==> src/rtl/fpu_pkg.sv <==
// Shared definitions for the multiplier result path: flag bit positions,
// special binary32 encodings, the buffered entry layout and the packing rule.
package fpu_pkg;

  localparam int FLG_INV = 4;
  localparam int FLG_OVF = 3;
  localparam int FLG_UNF = 2;
  localparam int FLG_INX = 1;
  localparam int FLG_ZER = 0;

  localparam logic [31:0] QNAN_32 = 32'h7FC00000;
  localparam logic [7:0]  EXP_INF = 8'hFF;

  typedef struct packed {
    logic [31:0] word;
    logic [4:0]  flags;
  } result_entry_t;

  localparam int ENTRY_W = $bits(result_entry_t);

  // Invalid beats zero beats overflow; NaN drops the sign, zero/inf keep it.
  function automatic logic [31:0] pack_word(input logic       inv,
                                            input logic       zer,
                                            input logic       ovf,
                                            input logic       sz,
                                            input logic [7:0] ez,
                                            input logic [22:0] frac);
    if (inv)      return QNAN_32;
    else if (zer) return {sz, 31'b0};
    else if (ovf) return {sz, EXP_INF, 23'b0};
    else          return {sz, ez, frac};
  endfunction

endpackage

==> src/rtl/fpu_mul_result_buffer_if.sv <==
// Valid/ready bundle between the multiplier, the result buffer and its consumer.
interface fpu_mul_result_buffer_if;

  logic        in_valid;
  logic        in_ready;
  logic [23:0] mz;
  logic [7:0]  ez;
  logic        sz;
  logic [4:0]  in_flags;
  logic        out_valid;
  logic        out_ready;
  logic [31:0] result;
  logic [4:0]  out_flags;

  modport slave (
    input  in_valid, mz, ez, sz, in_flags, out_ready,
    output in_ready, out_valid, result, out_flags
  );

  modport master (
    output in_valid, mz, ez, sz, in_flags, out_ready,
    input  in_ready, out_valid, result, out_flags
  );

endinterface

==> src/rtl/fpu_sync_fifo.sv <==
// Small synchronous FIFO with occupancy count; head entry is always visible on rdata.
module fpu_sync_fifo #(
  parameter int DEPTH = 2,
  parameter int WIDTH = 37,
  parameter int PTR_W = $clog2(DEPTH)
) (
  input  logic             clk,
  input  logic             rst,
  input  logic             push,
  input  logic             pop,
  input  logic [WIDTH-1:0] wdata,
  output logic [WIDTH-1:0] rdata,
  output logic [PTR_W:0]   count,
  output logic             full,
  output logic             empty
);

  logic [WIDTH-1:0] mem [DEPTH];
  logic [PTR_W-1:0] wptr;
  logic [PTR_W-1:0] rptr;

  assign full  = (count == (PTR_W+1)'(DEPTH));
  assign empty = (count == '0);
  assign rdata = mem[rptr];

  // Entries are cleared on reset so the head reads as zero until the first push.
  always_ff @(posedge clk) begin
    if (rst) begin
      for (int i = 0; i < DEPTH; i++) mem[i] <= '0;
      wptr  <= '0;
      rptr  <= '0;
      count <= '0;
    end else begin
      if (push) begin
        mem[wptr] <= wdata;
        wptr      <= wptr + PTR_W'(1);
      end
      if (pop) rptr <= rptr + PTR_W'(1);
      if (push && !pop)      count <= count + (PTR_W+1)'(1);
      else if (pop && !push) count <= count - (PTR_W+1)'(1);
    end
  end

endmodule

==> src/rtl/fpu_mul_result_buffer.sv <==
// Packs multiplier results into binary32, buffers them behind valid/ready,
// and accumulates software-clearable sticky exception flags.
module fpu_mul_result_buffer
  import fpu_pkg::*;
#(
  parameter int DEPTH = 2,
  parameter int PTR_W = $clog2(DEPTH)
) (
  input  logic                     clk,
  input  logic                     rst,
  fpu_mul_result_buffer_if.slave   bus,
  input  logic                     clear_flags,
  output logic [4:0]               sticky_flags,
  output logic [PTR_W:0]           count
);

  logic          push;
  logic          pop;
  logic          full;
  logic          empty;
  result_entry_t wr_entry;
  result_entry_t rd_entry;

  assign bus.in_ready  = ~full;
  assign bus.out_valid = ~empty;
  assign push          = bus.in_valid & bus.in_ready;
  assign pop           = bus.out_valid & bus.out_ready;

  always_comb begin
    wr_entry.word  = pack_word(bus.in_flags[FLG_INV], bus.in_flags[FLG_ZER],
                               bus.in_flags[FLG_OVF], bus.sz, bus.ez, bus.mz[22:0]);
    wr_entry.flags = bus.in_flags;
  end

  fpu_sync_fifo #(
    .DEPTH (DEPTH),
    .WIDTH (ENTRY_W),
    .PTR_W (PTR_W)
  ) u_fifo (
    .clk   (clk),
    .rst   (rst),
    .push  (push),
    .pop   (pop),
    .wdata (wr_entry),
    .rdata (rd_entry),
    .count (count),
    .full  (full),
    .empty (empty)
  );

  assign bus.result    = rd_entry.word;
  assign bus.out_flags = rd_entry.flags;

  // A push coinciding with a clear survives the clear.
  always_ff @(posedge clk) begin
    if (rst) sticky_flags <= '0;
    else     sticky_flags <= (clear_flags ? 5'b0 : sticky_flags) | (push ? bus.in_flags : 5'b0);
  end

endmodule

==> src/flat_wrapper.sv <==
// flat-port wrapper written by rule: the top's interface ports become plain ports
module fpu_mul_result_buffer_flat import fpu_pkg::*;
#(
  parameter int DEPTH = 2,
  parameter int PTR_W = $clog2(DEPTH)
)
  (clk, rst, clear_flags, sticky_flags, count, bus_in_valid, bus_mz, bus_ez, bus_sz, bus_in_flags, bus_out_ready, bus_in_ready, bus_out_valid, bus_result, bus_out_flags);
  fpu_mul_result_buffer_if bus_i ();
  input  logic clk;
  input  logic rst;
  input  logic clear_flags;
  output logic [4:0] sticky_flags;
  output logic [PTR_W:0] count;
  input wire logic [$bits(bus_i.in_valid)-1:0] bus_in_valid;
  input wire logic [$bits(bus_i.mz)-1:0] bus_mz;
  input wire logic [$bits(bus_i.ez)-1:0] bus_ez;
  input wire logic [$bits(bus_i.sz)-1:0] bus_sz;
  input wire logic [$bits(bus_i.in_flags)-1:0] bus_in_flags;
  input wire logic [$bits(bus_i.out_ready)-1:0] bus_out_ready;
  output wire logic [$bits(bus_i.in_ready)-1:0] bus_in_ready;
  output wire logic [$bits(bus_i.out_valid)-1:0] bus_out_valid;
  output wire logic [$bits(bus_i.result)-1:0] bus_result;
  output wire logic [$bits(bus_i.out_flags)-1:0] bus_out_flags;
  assign bus_i.in_valid = bus_in_valid;
  assign bus_i.mz = bus_mz;
  assign bus_i.ez = bus_ez;
  assign bus_i.sz = bus_sz;
  assign bus_i.in_flags = bus_in_flags;
  assign bus_i.out_ready = bus_out_ready;
  assign bus_in_ready = bus_i.in_ready;
  assign bus_out_valid = bus_i.out_valid;
  assign bus_result = bus_i.result;
  assign bus_out_flags = bus_i.out_flags;
  fpu_mul_result_buffer #(.DEPTH(DEPTH), .PTR_W(PTR_W)) u_core (.clk(clk), .rst(rst), .bus(bus_i), .clear_flags(clear_flags), .sticky_flags(sticky_flags), .count(count));
endmodule
==> config.mk <==
export PLATFORM = sky130hd
export DESIGN_NAME = fpu_mul_result_buffer_flat
export DESIGN_NICKNAME = d
export VERILOG_FILES = /design/src/rtl/fpu_pkg.sv /design/src/rtl/fpu_mul_result_buffer_if.sv /design/src/rtl/fpu_sync_fifo.sv /design/src/rtl/fpu_mul_result_buffer.sv /design/src/flat_wrapper.sv
export SDC_FILE = /design/constraint.sdc
export NUM_CORES = 1
export LEC_CHECK = 0
export ABC_AREA = 1
export CORE_ASPECT_RATIO = 1.75
export CORE_UTILIZATION = 54
export DETAILED_ROUTE_END_ITERATION = 7
export GPL_ROUTABILITY_DRIVEN = 1
export GPL_TIMING_DRIVEN = 0
export HOLD_SLACK_MARGIN = 0.15
export PLACE_DENSITY = 0.85
export SLEW_MARGIN = 20
export SYNTH_ARGS = -nofsm -noshare
export SYNTH_HDL_FRONTEND = slang
export SYNTH_HIERARCHICAL = 1
export SYNTH_SLANG_ARGS = --single-unit
==> constraint.sdc <==
create_clock -name clk -period 6.68 [get_ports clk]
set_input_delay 1.002 -clock clk [delete_from_list [all_inputs] [get_ports clk]]
set_output_delay 1.002 -clock clk [all_outputs]
set_load 0.03 [all_outputs]
==> results.cfg <==
[finish]
syn2layout_area_growth_pct = 32.7
final_common_cell = clkdlybuf4s50_1
drive_gt1_share_pct = 19.9
finalNetCount = 511
diodes = 0
layout_common_cells = 87 x clkdlybuf4s50_1, 85 x nor2_1, 74 x edfxtp_1, 72 x inv_1, 37 x mux2_2
stdcell_count = 558

[die]
die_area_um2 = 7810
num_io_pins = 89
row_count = 41
die_h_um = 116
initial_core_util_pct = 55.6
die_w_um = 67.3
core_area_um2 = 7230

[synth]
yosys-top-cells-area = edfxtp_1 55%, mux2_2 10%, nor2_1 7.9%
synthCells = 367
synth-seq-cells = 84
synth_cell_type_count = 22
syn_avg_cell_area_um2 = 11.0
synth_nets = 411
yosysTopAreaCell = edfxtp_1
ys.warnings.count = 6
seq_area_frac_synth_pct = 60.2
synth_top_cell_area_share_pct = 55.2
synth_area_um2 = 4020

[flow_run]
maxCapViolCount = 0

[cts]
clk_path_buf_depth = 2
cts.clk_slew.worst_paths_ns = 0.06
cts_sinks = 84
cts_resized = 0
htreeDepth = 3
clk_latency_ns = 0.33
cts_buffers = 9
cts_hold_buf = 0
post-cts-setup-buffers = 0
cts_tree = yes
cts-root-buf = clkbuf_16

[power_and_ir_drop]
pwr-share-clk_pct = 26.4
combPwrFrac_pct = 36.3
p_switching_mw = 0.563
power_leakage_nw = 2.17
powerDensity_nw_per_um2 = 333
max-vdd-ir-drop_mv = 0.267
seqPwrFrac_pct = 37.3
p_int_mw = 1.21
power_switching_share_pct = 31.7

[timing]
final.setup.worst_slack_ns = 3.60
finalHoldViolations = 0
max_freq_ghz = 0.324
maxSlewHeadroom_pct = 66.0
rsz0062_at_grt = false
finalSetupViolCount = 0
fin_crit_sh_pct = 46.2
fin_crit_ns = 3.08
finClkSkew_ns = 0.00474
worstMarginPinSlew_ns = 0.508
finalMaxSlewViolations = 0
fin_setup_tns_ns = 0

[detailed_routing]
ant_nets = 0
wl_per_cell_um = 14.8
routed_via_density = 4.91
drt_iter0_markers = 234
drc = 0
vias = 2739
first_pass_iters = 4
drt_wl_total_mm = 8.25

[global_route]
grt_max_degree = 24
grt_overflow = 0
grt_usage_pct = 23.2
grt_pass1_vias = 2841
grt_pass1_wl_mm = 12.9
antenna_found_initial = 0

[placement]
place.gp.congestion = 0.829
dp.cells = 542
dp_hpwl_mm = 5.84
dpl_worst_slack_ns = 3.26
port_buffers = 87

[setup_path]
path_class = input port to flip-flop
worstPathArrival_ns = 3.12
startpoint_type = input port
cp-end-kind = flip-flop
path_max_fanout = 19
crit_required_ns = 6.72

[min_path]
hold_class = flip-flop to flip-flop

[run_status]
outcome = finished, final reports clean
[sequential cells by signal, summed over array words and instances, names as in the netlist, named ones only]
register and cells:
u_core/u_fifo/mem 74, u_core/sticky_flags 5, u_core/u_fifo/count 2, u_core/u_fifo/rptr 1
u_core/u_fifo/wptr 1
[final cells by class]
class / count / area [um^2]
fillers: 489 / 1890
inverters: 75 / 282
clock buffers: 14 / 244
multi-input cells: 193 / 1170
flip-flops and latches: 84 / 2420
plain buffers: 15 / 155
well taps: 86 / 108
repair buffers: 89 / 926
clock inverters: 2 / 35.0
[worst paths after layout]
path,startpoint,to,slack [ns],depth (start not counted)
worst max register to register,u_core/u_fifo/count[0],u_core/u_fifo/mem[0][14],4.42,9
worst min-delay path,u_core/sticky_flags[0],u_core/sticky_flags[0],0.46,2
worst min register to register,u_core/sticky_flags[0],u_core/sticky_flags[0],0.46,2
worst max-delay path,bus_in_valid,u_core/u_fifo/mem[0][14],3.60,10
[through the flow]
stage / util (%) / instance area [um^2] / power, mW / hold slack, ns
2_1_floorplan: - / 4020 / 1.08 / 0.481
3_3_place_gp: 69.2 / 5000 / 1.30 / 0.452
3_5_place_dp: 70.0 / 5060 / 1.32 / 0.464
4_1_cts: 73.8 / 5340 / 1.79 / 0.472
5_1_grt: 73.8 / 5340 / 1.85 / 0.489
6_report: 73.8 / 5340 / 1.78 / 0.464
[cell usage after synthesis]
| cell | count |
|---|---|
| edfxtp_1 | 74 |
| nor2_1 | 85 |
| nand4_1 | 1 |
| nand3_1 | 7 |
| inv_2 | 3 |
| nand2_1 | 22 |
| nand2_4 | 1 |
| nand3_2 | 1 |
| nor2_4 | 10 |
| buf_2 | 3 |
| mux2_2 | 37 |
| nand2_2 | 1 |
| buf_4 | 1 |
| ha_1 | 1 |
| nor2_2 | 11 |
| buf_6 | 10 |
| xnor2_1 | 1 |
| a21oi_1 | 6 |
| buf_12 | 1 |
| inv_1 | 72 |
| dfxtp_1 | 10 |
| o21ai_0 | 9 |
[logic make-up (layout without fill, tap and decap cells)]
kind of cell | after synthesis | in the layout | share of synthesized area (%)
flip-flops | 84 | 84 | 60.2
AND/OR/NAND/NOR | 139 | 139 | 16.2
buffers and inverters | 90 | 195 | 10.9
XOR/XNOR | 1 | 1 | 0.218
adder cells (fa/ha/maj) | 1 | 1 | 0.311
AO/OA/AOI/OAI | 15 | 15 | 1.87
multiplexers | 37 | 37 | 10.4
[worst max-delay path, cell delays in order]
cell and delay, ns:
clkdlybuf4s50_1 0.58, inv_1 0.06, nor2_1 0.28, inv_2 0.07, nor2_2 0.10, nand2_2 0.07, buf_6 0.15, buf_12 0.16
nand2_2 0.39, buf_16 0.23
[power by group through the flow]
stage          logic (mW)  clock network (mW)  registers (mW)
2_1_floorplan       0.393                   0           0.686
3_3_place_gp        0.627                   0           0.671
3_5_place_dp        0.645                   0           0.674
4_1_cts             0.650               0.476           0.663
5_1_grt             0.687               0.500           0.668
6_report            0.646               0.469           0.662
[layer usage]
| metal | wire [um] | global-route usage [%] |
|---|---|---|
| met1 | 2920 | 23.5 |
| met2 | 4770 | 41.5 |
| met3 | 281 | 4.98 |
| met4 | 271 | 15.0 |
| met5 | 0 | 0 |
No activity file was read; power rests on OpenSTA's default activity.
==> RTL change 1: new RTL, same flow settings <==
Make the reset (`rst`) asynchronous in 2 clocked blocks.
--- a/src/rtl/fpu_sync_fifo.sv
+++ b/src/rtl/fpu_sync_fifo.sv
@@ -25,5 +25,5 @@
 
   // Entries are cleared on reset so the head reads as zero until the first push.
-  always_ff @(posedge clk) begin
+  always_ff @(posedge clk or posedge rst) begin
     if (rst) begin
       for (int i = 0; i < DEPTH; i++) mem[i] <= '0;
--- a/src/rtl/fpu_mul_result_buffer.sv
+++ b/src/rtl/fpu_mul_result_buffer.sv
@@ -53,5 +53,5 @@
 
   // A push coinciding with a clear survives the clear.
-  always_ff @(posedge clk) begin
+  always_ff @(posedge clk or posedge rst) begin
     if (rst) sticky_flags <= '0;
     else     sticky_flags <= (clear_flags ? 5'b0 : sticky_flags) | (push ? bus.in_flags : 5'b0);
Check against the original RTL: differs if rst is asserted again (counterexample within 4 cycles, from zero or initial values and one cycle with rst high); with rst held inactive, the same outputs for 4 cycles.
==> RTL change 1 against the unedited design <==
Hold slack better by 13 ps; synthesized area up 0.19%; sequential cell count down 1; routed wire length up 19%; final area down 0.40%; worst setup slack worse by 150 ps; clock power down 2%; clock skew about the same; critical endpoint is now bus_result[5]; highest routed layer unchanged; sequential share of layout area down 6.3 points; count of clock-buffer cells in the layout down 1; die area up 0.18%; largest cell class unchanged; total power up 32%; cell count up 13%.
==> RTL change 1: results (changes against the unedited design) <==
The endpoint arrival time on the critical path came to 2230 ps (was 3120 ps). The number of nets at the end of the flow came out at 584 (was 511). The filler cell count in the final layout is 512 (was 489). The number of unique standard cell types used by synthesis came to 23 (was 22). The largest net degree at the start of global routing came to 51 (was 24). The share of cells above drive strength 1 came out at 0.186 (was 0.199). The routed wire length came out at 9780 µm (was 8250 µm).

The post-synth net total came out at 485 (was 411). The final HPWL from detailed placement came out at 6870 µm (was 5840 µm). The most frequently used cell type in the post-synthesis netlist is sky130_fd_sc_hd__nand2_1 (was sky130_fd_sc_hd__nor2_1). The leakage power of the design is 2.59 nW (was 2.17 nW). The cell count after placement is 615 (was 542). Leading registers by flop count: u_core/u_fifo/mem (74), u_core/sticky_flags (5), u_core/u_fifo/count (2) (unchanged). The async set or reset register ratio after synthesis is 1.00 (was 0). The transition at the pin with the smallest max-transition slack came out at 444 ps (was 508 ps). The total cell area at the placement stage came out at 5040 µm² (was 5060 µm²). The non-filler instance count after layout came out at 630 (was 558).

The synthesized instance count came out at 441 (was 367). Main area contributors after synthesis: sky130_fd_sc_hd__dfrtp_1, sky130_fd_sc_hd__mux2_2, sky130_fd_sc_hd__nand2_1, sky130_fd_sc_hd__inv_1, sky130_fd_sc_hd__o21ai_0 (was sky130_fd_sc_hd__edfxtp_1, sky130_fd_sc_hd__mux2_2, sky130_fd_sc_hd__nor2_1, sky130_fd_sc_hd__inv_1, sky130_fd_sc_hd__dfxtp_1). The worst setup slack after placement is 3830 ps (was 3260 ps). The utilization after layout is 0.736 (was 0.738). The fraction of the yosys area taken by sequential cells came out at 0.515 (was 0.602).

The worst clock skew on the final layout was 4.89 ps (was 4.74 ps). The initial detailed-routing violation count came out at 290 (was 234). Leading cell types by count after synthesis: sky130_fd_sc_hd__nand2_1, sky130_fd_sc_hd__dfrtp_1, sky130_fd_sc_hd__inv_1 (was sky130_fd_sc_hd__nor2_1, sky130_fd_sc_hd__edfxtp_1, sky130_fd_sc_hd__inv_1). The top flip-flop cell by instance count after synthesis is sky130_fd_sc_hd__dfrtp_1 (was sky130_fd_sc_hd__edfxtp_1). The count of vias placed by the detailed router is 3328 (was 2739). Outcome: complete, no violations (unchanged).

The wire length of the first global-routing pass is 16100 µm (was 12900 µm). The cell internal power dissipation is 1.42 mW (was 1.21 mW). The routability congestion estimate is 0.770 (was 0.829). The global router's overall resource usage was 0.283 (was 0.232). The highest ir drop seen on vdd is 0.311 mV (was 0.267 mV). The maximum fanout count along the critical path came out at 10 (was 19).
==> RTL change 1: changes by cell type in the layout (fill, tap and decap cells not counted), sizes merged, moves of 10 or more <==
cell / delta
nand2: +78
nor2: -78
o21ai: +73
dfrtp: +83
edfxtp: -74
dfxtp: -10
==> RTL change 1: layout make-up <==
class	count	share of cell area
Sequential cell	83	0.390
Multi-Input combinational cell	260	0.282
Timing Repair Buffer	88	0.169
Inverter	75	0.0534
Clock buffer	13	0.0508
Buffer	23	0.0322
Tap cell	86	0.0202
Clock inverter	2	0.00188
==> RTL change 1: final timing paths <==
path | from | end | slack, ps | cells past startpoint
setup / recovery | u_core/u_fifo/rptr$_DFFE_PP0P_ | bus_result[5] | 3450 | 4
hold / removal | u_core/u_fifo/mem[23]$_DFFE_PP0P_ | u_core/u_fifo/mem[23]$_DFFE_PP0P_ | 480 | 2
setup reg to reg | u_core/u_fifo/count[0]$_DFFE_PP0P_ | u_core/u_fifo/mem[2]$_DFFE_PP0P_ | 4970 | 6
hold reg to reg | u_core/u_fifo/mem[23]$_DFFE_PP0P_ | u_core/u_fifo/mem[23]$_DFFE_PP0P_ | 480 | 2
max in group asynchronous | rst | u_core/u_fifo/mem[2]$_DFFE_PP0P_ | 5060 | 3
min in group asynchronous | rst | u_core/sticky_flags[1]$_DFF_PP0_ | 980 | 2
==> RTL change 1: kinds of logic (layout without fill, tap and decap cells) <==
family	after synthesis	in the layout	synth area share
AND/OR/NAND/NOR	138	138	0.141
buffers and inverters	98	201	0.112
flip-flops	83	83	0.515
AO/OA/AOI/OAI	82	82	0.120
multiplexers	37	37	0.103
XOR/XNOR	2	2	0.00435
adder cells (fa/ha/maj)	1	1	0.00310
==> RTL change 1: per-layer routing <==
metal	wire, µm	vias to the layer above	share of wire	track usage
met2	5430	100	0.56	0.495
met1	3660	1635	0.37	0.324
met5	0	-	0	0
met4	273	0	0.028	0.145
li1	-	1566	-	-
met3	412	27	0.042	0.0459
==> RTL change 1: worst max-delay path: stages, from the launching register on <==
cell	delay, ps
sky130_fd_sc_hd__dfrtp_1	330
sky130_fd_sc_hd__buf_2	310
sky130_fd_sc_hd__buf_4	300
sky130_fd_sc_hd__mux2_2	380
sky130_fd_sc_hd__clkdlybuf4s50_1	590
==> RTL change 1: power by group through the flow <==
stage | sequential (mW) | combinational (mW) | clock [mW]
2_1_floorplan | 0.764 | 0.707 | 0
3_3_place_gp | 0.749 | 1.09 | 0
3_5_place_dp | 0.761 | 1.12 | 0
4_1_cts | 0.757 | 1.13 | 0.468
5_1_grt | 0.776 | 1.20 | 0.490
6_report | 0.759 | 1.12 | 0.460
==> RTL change 2: new RTL, config.mk and constraints unchanged <==
Without the edit above. `DEPTH` is set to 2 in 3 places; all go to 4.
--- a/src/rtl/fpu_sync_fifo.sv
+++ b/src/rtl/fpu_sync_fifo.sv
@@ -1,5 +1,5 @@
 // Small synchronous FIFO with occupancy count; head entry is always visible on rdata.
 module fpu_sync_fifo #(
-  parameter int DEPTH = 2,
+  parameter int DEPTH = 4,
   parameter int WIDTH = 37,
   parameter int PTR_W = $clog2(DEPTH)
--- a/src/rtl/fpu_mul_result_buffer.sv
+++ b/src/rtl/fpu_mul_result_buffer.sv
@@ -4,5 +4,5 @@
   import fpu_pkg::*;
 #(
-  parameter int DEPTH = 2,
+  parameter int DEPTH = 4,
   parameter int PTR_W = $clog2(DEPTH)
 ) (
--- a/src/flat_wrapper.sv
+++ b/src/flat_wrapper.sv
@@ -2,5 +2,5 @@
 module fpu_mul_result_buffer_flat import fpu_pkg::*;
 #(
-  parameter int DEPTH = 2,
+  parameter int DEPTH = 4,
   parameter int PTR_W = $clog2(DEPTH)
 )
Interface: changed (resized count); port bits go from 89 to 90. The function was not compared with the original's and may differ.
==> RTL change 2 against the unedited design <==
Via count up 110%; combinational power rose by 76%; synthesized area increased by 84%; sequential share of layout area up 5.3 points; routed wire length is 130% higher; hold slack got worse by 12 ps; maximum frequency fell by 15%; first-iteration DRC count up 98%; critical path depth decreased by 5; final area is 74% higher; total power up 90%; sequential cell count is 78 higher; worst setup slack worse by 550 ps; largest cell class unchanged.
==> RTL change 2: results (changes against the unedited design) <==
Outcome: complete, no violations (unchanged). The routed wire length came out at 18700 µm (was 8250 µm). The later-pin clock latency in the skew report is 430 ps (was 330 ps). Main area contributors after synthesis: sky130_fd_sc_hd__edfxtp_1, sky130_fd_sc_hd__nor2_1, sky130_fd_sc_hd__o21ai_0, sky130_fd_sc_hd__inv_1, sky130_fd_sc_hd__dfxtp_1 (was sky130_fd_sc_hd__edfxtp_1, sky130_fd_sc_hd__mux2_2, sky130_fd_sc_hd__nor2_1, sky130_fd_sc_hd__inv_1, sky130_fd_sc_hd__dfxtp_1).

The routed length on met3 came out at 1390 µm (was 281 µm). Leading registers by flop count: u_core/u_fifo/mem (148), u_core/sticky_flags (5), u_core/u_fifo/count (3) (was u_core/u_fifo/mem (74), u_core/sticky_flags (5), u_core/u_fifo/count (2)). The maximum fanout count along the critical path is 10 (was 19).

The total cell area at the placement stage came out at 8730 µm² (was 5060 µm²). Leading cell types by count after synthesis: sky130_fd_sc_hd__nor2_1, sky130_fd_sc_hd__edfxtp_1, sky130_fd_sc_hd__o21ai_0 (was sky130_fd_sc_hd__nor2_1, sky130_fd_sc_hd__edfxtp_1, sky130_fd_sc_hd__inv_1). The transition at the pin with the smallest max-transition slack came to 627 ps (was 508 ps).

The number of synthesized flops with an enable pin came out at 148 (was 74). The post-synth net total came out at 793 (was 411). The number of unique standard cell types used by synthesis came to 25 (was 22). The worst hold slack after final layout was 453 ps (was 464 ps). The highest ir drop seen on vdd came out at 0.210 mV (was 0.267 mV).

The cell count of the worst reg-to-reg path came out at 7 (was 9). The count of port buffers added during placement came out at 88 (was 87). The global-route met2 utilization came out at 0.490 (was 0.415). The start point of the worst hold path is u_core/u_fifo/rptr[1]$_SDFFE_PP0P_ (was u_core/sticky_flags[0]$_SDFF_PP0_).

The post-route met1 wirelength is 6210 µm (was 2920 µm). The delay contributed by the slowest stage of the critical path was 740 ps (was 580 ps). The initial detailed-routing violation count came to 464 (was 234).

The global router's overall resource usage came out at 0.271 (was 0.232). The setup slack of the most critical reg-to-reg path is 4100 ps (was 4420 ps). The worst min-delay path endpoint is u_core/u_fifo/rptr[1]$_SDFFE_PP0P_ (was u_core/sticky_flags[0]$_SDFF_PP0_). The nature of the critical path startpoint was a register (was primary input). The largest net degree at the start of global routing is 20 (was 24). The worst clock skew on the final layout came out at 6.26 ps (was 4.74 ps). The endpoint of the most critical register-to-register path is u_core/u_fifo/mem[0][13]$_SDFFCE_PN0P_ (was u_core/u_fifo/mem[0][14]$_SDFFCE_PN0P_). The worst hold path stage count came to 1 (was 2). The leakage power of the design is 3.54 nW (was 2.17 nW). The met3 track utilization from global routing came out at 0.0420 (was 0.0498).
==> RTL change 2: changes by cell type after synthesis, sizes merged, moves of 15 or more <==
cell and change:
clkbuf +15, edfxtp +74, inv +43, mux2 -37
nor2 +149, o21ai +79, o22ai +37
==> RTL change 2: layout make-up <==
class / instances / area [µm²]
Fill cell: 933 / 4060
Tap cell: 174 / 218
Clock inverter: 14 / 164
Timing Repair Buffer: 95 / 1060
Multi-Input combinational cell: 427 / 2020
Inverter: 118 / 443
Clock buffer: 17 / 425
Buffer: 41 / 262
Sequential cell: 162 / 4720
==> RTL change 2: report_power, final <==
part / total (mW) / internal, mW / switching (mW)
registers: 1.26 / 1.22 / 0.0408
logic: 1.14 / 0.411 / 0.734
clock network: 0.978 / 0.584 / 0.394
==> RTL change 2: logic make-up after synthesis <==
group,Yosys count,synth area share
flops,162,0.637
simple gates,291,0.166
fa+ha+maj,2,0.00439
compound gates,133,0.0960
buf+inv,159,0.0950
xor+xnor,1,0.00118
